[config.mk]
export PLATFORM = sky130hd
export DESIGN_NAME = stage_ex_muldiv
export DESIGN_NICKNAME = d
export VERILOG_FILES = /design/src/rtl/stage_ex_muldiv.sv
export SDC_FILE = /design/constraint.sdc
export NUM_CORES = 1
export LEC_CHECK = 0
export CAP_MARGIN = 20
export CORE_UTILIZATION = 25
export CTS_BUF_LIST = sky130_fd_sc_hd__clkbuf_8
export DETAILED_ROUTE_END_ITERATION = 10
export SLEW_MARGIN = 25
export SYNTH_ARGS = -nofsm -noshare
export SYNTH_HDL_FRONTEND = slang
export SYNTH_SLANG_ARGS = --single-unit
[constraint.sdc]
create_clock -name clock -period 7.8 [get_ports clock]
set_input_delay 1.95 -clock clock [delete_from_list [all_inputs] [get_ports clock]]
set_output_delay 1.95 -clock clock [all_outputs]
set_load 0.005 [all_outputs]
[src/rtl/stage_ex_muldiv.sv]
// Multi-cycle MIPS multiply/divide unit owning HI/LO: 32-step shift-add multiply, 32-step restoring divide.
// Define STAGE_EX_MULDIV_FAST_MUL_EN to make MULT/MULTU single-cycle combinational products.
module stage_ex_muldiv (
    input  logic        clock,
    input  logic        reset_0,
    input  logic        md_valid_ex,
    input  logic [2:0]  md_op_ex,
    input  logic        hold_ex,
    input  logic [31:0] a_ex,
    input  logic [31:0] b_ex,
    output logic        stall_ex,
    output logic        busy,
    output logic [31:0] md_result_ex,
    output logic [31:0] hi_out,
    output logic [31:0] lo_out,
    output logic        dz_ex
);

    localparam logic [2:0] OP_MULT  = 3'b000;
    localparam logic [2:0] OP_MULTU = 3'b001;
    localparam logic [2:0] OP_DIV   = 3'b010;
    localparam logic [2:0] OP_DIVU  = 3'b011;
    localparam logic [2:0] OP_MTHI  = 3'b100;
    localparam logic [2:0] OP_MTLO  = 3'b101;
    localparam logic [2:0] OP_MFHI  = 3'b110;
    localparam logic [2:0] OP_MFLO  = 3'b111;

    typedef enum logic [1:0] {IDLE, MUL, DIV, FIX} state_t;

    state_t      state, state_nxt;
    logic [4:0]  cnt;
    logic [63:0] acc;
    logic [31:0] opd_b;
    logic [31:0] a_orig;
    logic        is_div, neg_res, neg_rem, div_zero;

    function automatic logic [31:0] mag32(input logic signed [31:0] v, input logic sgn_op);
        return (sgn_op && v < 0) ? 32'(-v) : 32'(v);
    endfunction

    function automatic logic [63:0] cond_neg64(input logic [63:0] v, input logic neg);
        return neg ? (~v + 64'd1) : v;
    endfunction

    function automatic logic [31:0] cond_neg32(input logic [31:0] v, input logic neg);
        return neg ? (~v + 32'd1) : v;
    endfunction

    logic        accept, sgn_op, start_mul, start_div, fast_wr;
    logic [31:0] a_mag, b_mag;

    assign accept = md_valid_ex & ~hold_ex & ~busy;
    assign sgn_op = (md_op_ex == OP_MULT) | (md_op_ex == OP_DIV);
    assign a_mag  = mag32($signed(a_ex), sgn_op);
    assign b_mag  = mag32($signed(b_ex), sgn_op);

    assign start_div = accept & ((md_op_ex == OP_DIV) | (md_op_ex == OP_DIVU));
`ifdef STAGE_EX_MULDIV_FAST_MUL_EN
    logic signed [63:0] fast_prod;
    assign fast_prod = (md_op_ex == OP_MULT)
                     ? $signed({{32{a_ex[31]}}, a_ex}) * $signed({{32{b_ex[31]}}, b_ex})
                     : $signed({32'd0, a_ex} * {32'd0, b_ex});
    assign start_mul = 1'b0;
    assign fast_wr   = accept & ((md_op_ex == OP_MULT) | (md_op_ex == OP_MULTU));
`else
    assign start_mul = accept & ((md_op_ex == OP_MULT) | (md_op_ex == OP_MULTU));
    assign fast_wr   = 1'b0;
`endif

    assign stall_ex = md_valid_ex & busy;

    always_comb begin
        md_result_ex = 32'd0;
        if (md_valid_ex && md_op_ex == OP_MFHI) md_result_ex = hi_out;
        if (md_valid_ex && md_op_ex == OP_MFLO) md_result_ex = lo_out;
    end

    // Single iteration of each datapath: partial product enters the top, multiplier shifts out the bottom
    logic [32:0] mul_sum;
    logic [63:0] mul_next;
    logic [32:0] div_sh;
    logic [33:0] div_diff;
    logic [63:0] div_next;

    assign mul_sum  = {1'b0, acc[63:32]} + (acc[0] ? {1'b0, opd_b} : 33'd0);
    assign mul_next = {mul_sum, acc[31:1]};
    assign div_sh   = {acc[63:32], acc[31]};
    assign div_diff = {1'b0, div_sh} - {2'b00, opd_b};
    assign div_next = div_diff[33] ? {div_sh[31:0], acc[30:0], 1'b0}
                                   : {div_diff[31:0], acc[30:0], 1'b1};

    logic [63:0] prod_fix;
    logic [31:0] quot_fix, rem_fix;
    assign prod_fix = cond_neg64(acc, neg_res);
    assign quot_fix = cond_neg32(acc[31:0], neg_res);
    assign rem_fix  = cond_neg32(acc[63:32], neg_rem);

    always_ff @(posedge clock or negedge reset_0) begin
        if (!reset_0) state <= IDLE;
        else          state <= state_nxt;
    end

    always_comb begin
        state_nxt = state;
        case (state)
            IDLE: begin
                if (start_mul)      state_nxt = MUL;
                else if (start_div) state_nxt = DIV;
            end
            MUL:     if (cnt == 5'd0) state_nxt = FIX;
            DIV:     if (cnt == 5'd0) state_nxt = FIX;
            FIX:     state_nxt = IDLE;
            default: state_nxt = IDLE;
        endcase
    end

    always_ff @(posedge clock or negedge reset_0) begin
        if (!reset_0) begin
            busy     <= 1'b0;
            cnt      <= 5'd0;
            acc      <= 64'd0;
            opd_b    <= 32'd0;
            a_orig   <= 32'd0;
            is_div   <= 1'b0;
            neg_res  <= 1'b0;
            neg_rem  <= 1'b0;
            div_zero <= 1'b0;
            hi_out   <= 32'd0;
            lo_out   <= 32'd0;
            dz_ex    <= 1'b0;
        end else begin
            dz_ex <= (state == FIX) & is_div & div_zero;
            if (accept && md_op_ex == OP_MTHI) hi_out <= a_ex;
            if (accept && md_op_ex == OP_MTLO) lo_out <= a_ex;
`ifdef STAGE_EX_MULDIV_FAST_MUL_EN
            if (fast_wr) begin
                hi_out <= fast_prod[63:32];
                lo_out <= fast_prod[31:0];
            end
`endif
            if (start_mul || start_div) begin
                busy     <= 1'b1;
                cnt      <= 5'd31;
                is_div   <= start_div;
                a_orig   <= a_ex;
                div_zero <= start_div & (b_ex == 32'd0);
                neg_res  <= sgn_op & (a_ex[31] ^ b_ex[31]);
                neg_rem  <= sgn_op & a_ex[31];
                acc      <= {32'd0, start_div ? a_mag : b_mag};
                opd_b    <= start_div ? b_mag : a_mag;
            end
            if (state == MUL) begin
                acc <= mul_next;
                cnt <= cnt - 5'd1;
            end
            if (state == DIV) begin
                acc <= div_next;
                cnt <= cnt - 5'd1;
            end
            // Completion: sign fixup and architectural write-back
            if (state == FIX) begin
                busy <= 1'b0;
                if (!is_div) begin
                    hi_out <= prod_fix[63:32];
                    lo_out <= prod_fix[31:0];
                end else if (div_zero) begin
                    hi_out <= a_orig;
                    lo_out <= 32'hFFFF_FFFF;
                end else begin
                    hi_out <= rem_fix;
                    lo_out <= quot_fix;
                end
            end
        end
    end

    logic unused_fast;
    assign unused_fast = fast_wr;

endmodule

==> flow_summary_export.csv, run 1 <==
group,metric,value,unit
status,status,"finished clean",
cts,clk_pin_slew,60,ps
worst_setup_path,path_max_fanout,32,
cts,cts_resized,0,
grt,grt_overflow_total,0,
yosys,synth-warning-count,0,
drt,drc,0,
drt,wl_met3,8.09,mm
worst_setup_path,crit_start,"md_op_ex[1]",
worst_setup_path,worstPathRequired,5850,ps
sta,relSlewSlack,28.7,%
floorplan,row_count,96,
yosys,synth-edff-count,0,
cts,postCtsSetupBuffers,0,
place,portBuffers,169,
yosys,ys.flop_type,"dfrtp_1",
yosys,async_flop_share,100,%
worst_setup_path,reg2reg_depth,11,
yosys,yosysMostFrequentCell,"nand2_1",
grt,grt_pass1_wl,112,mm
place,dpl.cell_count,3222,
cts,ctsHtreeMaxLevel,2,
finish,fin_area,20800,µm²
worst_setup_path,cp_data_arrival_time,4200,ps
sta,layout_min_cycle_time,6150,ps
sta,whs,469,ps
cts,root_buffer,"clkbuf_8",
drt,highest_layer,"met5",
sta,max_freq,163,MHz
cts,clock-sinks,205,
sta,final-setup-viol-count,0,
cts,clock_path_buffers,3,
grt,grt_usage,20.7,%
floorplan,die_h,267,µm
sta,hold_viol,0,
yosys,synth-seq-area-share,29.2,%
yosys,ys_ff_latch,205,
finish,layout.nets,2482,
floorplan,die_w,267,µm
finish,postLayoutCoreUtil,30.2,%
cts,clk_latency,650,ps
drt,drt_pass1_iterations,5,
grt,first_global_vias,17400,
yosys,ys_top_cells_by_area,"dfrtp_1 29%, nand2_1 6.0%, a21oi_1 5.8%, ha_1 5.3%, o21ai_0 4.8%",
worst_setup_path,r2r-end,"acc[59]$_DFFE_PN0P_",
worst_setup_path,cp-end-kind,"output pin",
drt,met1Wirelength,33.4,mm
sta,post-route-period-util,78.8,%
finish,layout-drive-gt1-share,5.72,%
worst_setup_path,r2r-start,"acc[0]$_DFFE_PN0P_",
drt,wl_met2,31.7,mm
yosys,synth_top_cell_area_share,29.2,%
pwr,cellLeakagePower,8.44,nW
worst_setup_path,regToRegSetupSlack,3430,ps
place,gp_congestion,0.994,
worst_setup_path,cp-start-kind,"primary input",
drt,ant_nets,0,
sta,fin_skew,36.3,ps
sta,slew_viol_final,0,
drt,viasPerCell,5.65,
cts,cts_made_buffers,41,
sta,worstMarginPinSlew,1070,ps
drt,vias,18600,
finish,stdcell_count,3292,
finish,area_delta_synth_final,18.7,%
yosys,avgSynthCellArea,7.79,µm²
worst_hold_path,hold-path-cell-count,2,
pwr,power_density,451,nW/µm²
worst_hold_path,hold_class,"register to register",
drt,routedWlPerCell,23.0,µm
drt,dr.first_iter.drc_count,2198,
yosys,synth_cells,2254,
yosys,synth_nets,2402,
floorplan,dieArea,71300,µm²
sta,tns,0,ps
place,post_dp_cell_area,20100,µm²
pwr,ir_drop,199,µV
grt,grt_max_degree,113,
sta,rsz0062_at_grt,"false",
grt,antenna_found_initial,4,
yosys,synth_commonest_cells,"280 x nand2_1, 205 x dfrtp_1, 203 x a21oi_1",
run,maxCapViolations,0,
drt,wirelength,75.6,mm
worst_setup_path,worstSetupEndpoint,"md_result_ex[20]",
cts,cts_hold_buf,0,
worst_setup_path,critPathKind,"primary input to output pin",
floorplan,coreArea,69100,µm²
yosys,synth_top_area_cell,"dfrtp_1",
floorplan,start_util,25.4,%
yosys,post_synth_num_cell_types,80,
yosys,synth_area,17600,µm²
floorplan,pin_count,170,
place,hpwl,56.4,mm
cts,cts_tree,"done",
## placed cells by master (no fill, tap or decap), drive strengths merged, types with 29 or more instances in the layout
cell           instances
a21o                  29
nand3                 39
o21ai                169
a211oi                68
clkbuf                49
clkdlybuf4s50        168
buf                   29
nor2b                 40
nor2                 178
mux2i                 53
xnor2                 77
inv                   93
a21oi                203
ha                    75
nand2                280
a22o                  33
a31oi                 33
dfrtp                205
xor2                  72
nor3                  47
## worst max-delay path, stage by stage
cell and delay (ps):
clkdlybuf4s50_1 820, nand3_1 220, nor2_2 120, buf_4 340, a22o_1 210, clkdlybuf4s50_1 510
## power breakdown
part	total (mW)	switching, mW	leakage, nW	internal [mW]
clock network	1.12	0.548	0.452	0.572
logic	5.89	3.49	5.53	2.40
registers	2.40	0.828	2.46	1.57
total	9.40	4.86	8.44	4.54
## cell families after synthesis
logic type / Yosys count / synth area share [%]
AO/OA/AOI/OAI: 779 / 29.0
XOR/XNOR: 149 / 7.43
adder cells (fa/ha/maj): 77 / 5.57
buffers and inverters: 238 / 5.19
flip-flops: 205 / 29.2
multiplexers: 64 / 3.73
AND/OR/NAND/NOR: 742 / 19.9
## through the flow
stage | total power [mW] | setup slack (ps)
2_1_floorplan | 6.06 | 2760
3_3_place_gp | 8.10 | 1740
3_5_place_dp | 8.11 | 1710
4_1_cts | 9.26 | 1710
5_1_grt | 10.0 | 1570
6_report | 9.40 | 1650
## layer usage
| layer | vias up | global-route usage (%) |
|---|---|---|
| met2 | 922 | 30.3 |
| met3 | 138 | 6.08 |
| met1 | 9131 | 28.9 |
| met4 | 2 | 6.80 |
| met5 | - | 0 |
| li1 | 8394 | - |
## state kept, by name (all words and copies together), names as in the netlist
signal / count
hi_out: 32
opd_b: 32
state: 2
neg_rem: 1
div_zero: 1
is_div: 1
cnt: 5
neg_res: 1
busy: 1
acc: 64
dz_ex: 1
a_orig: 32
lo_out: 32
## worst min path at each step
stage,slack (ps),to,start
after floorplan,440,a_orig[12]$_DFFE_PN0P_,a_orig[12]$_DFFE_PN0P_
after detailed placement,460,a_orig[3]$_DFFE_PN0P_,a_orig[3]$_DFFE_PN0P_
final,470,a_orig[15]$_DFFE_PN0P_,a_orig[15]$_DFFE_PN0P_
after CTS,470,a_orig[3]$_DFFE_PN0P_,a_orig[3]$_DFFE_PN0P_
after global routing,490,div_zero$_DFFE_PN0P_,div_zero$_DFFE_PN0P_
after global placement,450,a_orig[15]$_DFFE_PN0P_,a_orig[15]$_DFFE_PN0P_
## area by class of cell
cell class	instances	area (µm²)
flip-flops and latches	205	5130
inverters	78	293
multi-input cells	1811	11600
well taps	931	1160
repair buffers	197	1910
fillers	7428	48200
clock buffers	49	674
diodes	1	2.50
clock inverters	20	105
(Power assumes the default switching activity.)
==> run 2, diff against run 1 <==
==> constraint.sdc (replaced) <==
create_clock -name clock -period 6.25 [get_ports clock]
set_input_delay 1.5625 -clock clock [delete_from_list [all_inputs] [get_ports clock]]
set_output_delay 1.5625 -clock clock [all_outputs]
set_load 0.005 [all_outputs]
==> run 2 against run 1 <==
Clock-buffer cell count rose by 1. Critical endpoint is now md_result_ex[19]. Total power increased by 26%. Highest routed layer is now met4. Hold slack is essentially flat. Global-route usage decreased by 0.23 points. Non-clock buffer count rose by 8. Setup slack worse by 770 ps.
==> flow_summary_export.csv, run 2 (synthesis results as in run 1) <==
group,metric,value,unit
worst_setup_path,path_max_fanout,32,
worst_setup_path,cp_top_family,"buffers and inverters",
grt,first_global_vias,17100,
floorplan,die_h,267,µm
floorplan,die_w,267,µm
finish,postLayoutCoreUtil,30.4,%
drt,drt_pass1_iterations,8,
worst_setup_path,worstPathRequired,4690,ps
pwr,ir_drop,225,µV
floorplan,dieArea,71300,µm²
worst_hold_path,hold-path-cell-count,2,
sta,slew_viol_final,0,
grt,antenna_found_initial,1,
worst_hold_path,hold_start,"a_orig[7]$_DFFE_PN0P_",
grt,grt_overflow_total,0,
worst_setup_path,critPathKind,"primary input to output pin",
worst_hold_path,hold_class,"register to register",
floorplan,pin_count,170,
drt,drc,0,
sta,post-route-period-util,85.8,%
pwr,cellLeakagePower,8.52,nW
finish,multi_input_area,11600,µm²
worst_setup_path,regToRegSetupSlack,1900,ps
finish,largest_reg_flops,64,
cts,postCtsSetupBuffers,0,
worst_setup_path,cp-start-kind,"primary input",
place,gp_congestion,0.980,
sta,tns,0,ps
floorplan,start_util,25.4,%
cts,clk_latency,640,ps
cts,cts_tree,"done",
cts,cts_made_buffers,41,
drt,wirelength,74.8,mm
drt,ant_nets,0,
drt,routedWlPerCell,22.7,µm
worst_setup_path,reg2reg_depth,11,
sta,layout_min_cycle_time,5360,ps
sta,max_freq,186,MHz
worst_setup_path,path_buf_inv,3,
finish,regArea,5130,µm²
grt,grt_usage,20.5,%
drt,vias,18500,
worst_hold_path,min_delay_worst_endpoint,"a_orig[7]$_DFFE_PN0P_",
finish,stdcell_count,3300,
floorplan,row_count,96,
finish,area_delta_synth_final,19.6,%
finish,fin_area,21000,µm²
place,hpwl,56.5,mm
worst_setup_path,cp-end-kind,"output pin",
drt,dr.first_iter.drc_count,2036,
sta,relSlewSlack,24.9,%
worst_setup_path,cp_data_arrival_time,3800,ps
grt,grt_max_degree,120,
worst_setup_path,cp_cell_sequence,"clkdlybuf4s50_1 > nand3_1 > nor2_2 > buf_4 > a22o_1 > clkdlybuf4s50_1",
cts,cts_hold_buf,0,
cts,clock-sinks,205,
floorplan,coreArea,69100,µm²
place,portBuffers,169,
finish,layout.nets,2490,
place,post_dp_cell_area,20100,µm²
cts,ctsHtreeMaxLevel,2,
worst_setup_path,cp_slowest_cell,"clkdlybuf4s50_1",
sta,fin_skew,45.1,ps
pwr,power_density,565,nW/µm²
place,dpl.cell_count,3230,
sta,worstMarginPinSlew,1130,ps
finish,nFillCells,7425,
status,status,"finished clean",
grt,grt_pass1_wl,111,mm
cts,clk_pin_slew,60,ps
cts,clock_path_buffers,3,
run,maxCapViolations,0,
drt,viasPerCell,5.60,
sta,final-setup-viol-count,0,
worst_setup_path,r2r-end,"acc[59]$_DFFE_PN0P_",
sta,whs,469,ps
cts,cts_resized,0,
worst_setup_path,cpMostUsedCell,"clkdlybuf4s50_1",
cts,root_buffer,"clkbuf_8",
worst_setup_path,r2r-start,"acc[0]$_DFFE_PN0P_",
sta,rsz0062_at_grt,"false",
finish,most-common-layout-cells,"280 x nand2_1, 205 x dfrtp_1, 203 x a21oi_1",
worst_setup_path,slowest_delay,810,ps
finish,layout-drive-gt1-share,6.12,%
sta,hold_viol,0,
finish,layout.cells.most_common,"nand2_1",
finish,largest_register,"acc",
run 2: cell types whose count changed in the layout (fill, tap and decap cells not counted), moves of 2 or more:
| cell | delta |
|---|---|
| buf_4 | +7 |
| bufinv_16 | +3 |
| inv_1 | -4 |
| inv_6 | +2 |
| inv_8 | -3 |
| nor2_1 | +2 |
| nor2_2 | -2 |
run 2: cell type report:
cell class,instances,area share [%]
multi-input combinational,1811,55.1
sequential,205,24.4
timing repair buffer,205,9.43
tap,931,5.55
clock buffer,50,3.28
inverter,78,1.39
clock inverter,19,0.858
antenna,1,0.0119
run 2: layer usage:
layer  vias up  part of all wire, %  wire length, µm  GRT usage [%]
met5         -                    0                0              0
met4         0                  3.3             2490           7.41
met3       151                   12             8830           6.02
met2       977                   43            32000           30.5
met1      8944                   42            31500           27.9
li1       8402                    -                -              -
run 2: stage by stage:
step                      setup slack, ps  power (mW)
final                                 886        11.9
after global routing                  833        12.7
after CTS                             962        11.7
after detailed placement              967        10.2
after global placement                989        10.1
after floorplan                      1990        7.56
run 2: worst max path at each step:
stage                 from          endpoint  slack, ps  cells past startpoint
2_1_floorplan  md_op_ex[1]  md_result_ex[10]       1990                      5
3_3_place_gp   md_op_ex[1]  md_result_ex[24]        990                      6
3_5_place_dp   md_op_ex[1]  md_result_ex[20]        970                      6
4_1_cts        md_op_ex[1]  md_result_ex[15]        960                      6
5_1_grt        md_op_ex[1]   md_result_ex[5]        830                      6
6_report       md_op_ex[1]  md_result_ex[19]        890                      6
run 2: worst min-delay path, cell delays in order, from the launching register on:
cell     delay (ps)
dfrtp_1         340
nand2_1          50
nand2_1          50
run 2: power by group:
part / total, mW / switching (mW) / internal, mW
combinational: 7.40 / 4.39 / 3.00
clock: 1.53 / 0.674 / 0.851
sequential: 2.95 / 0.989 / 1.96
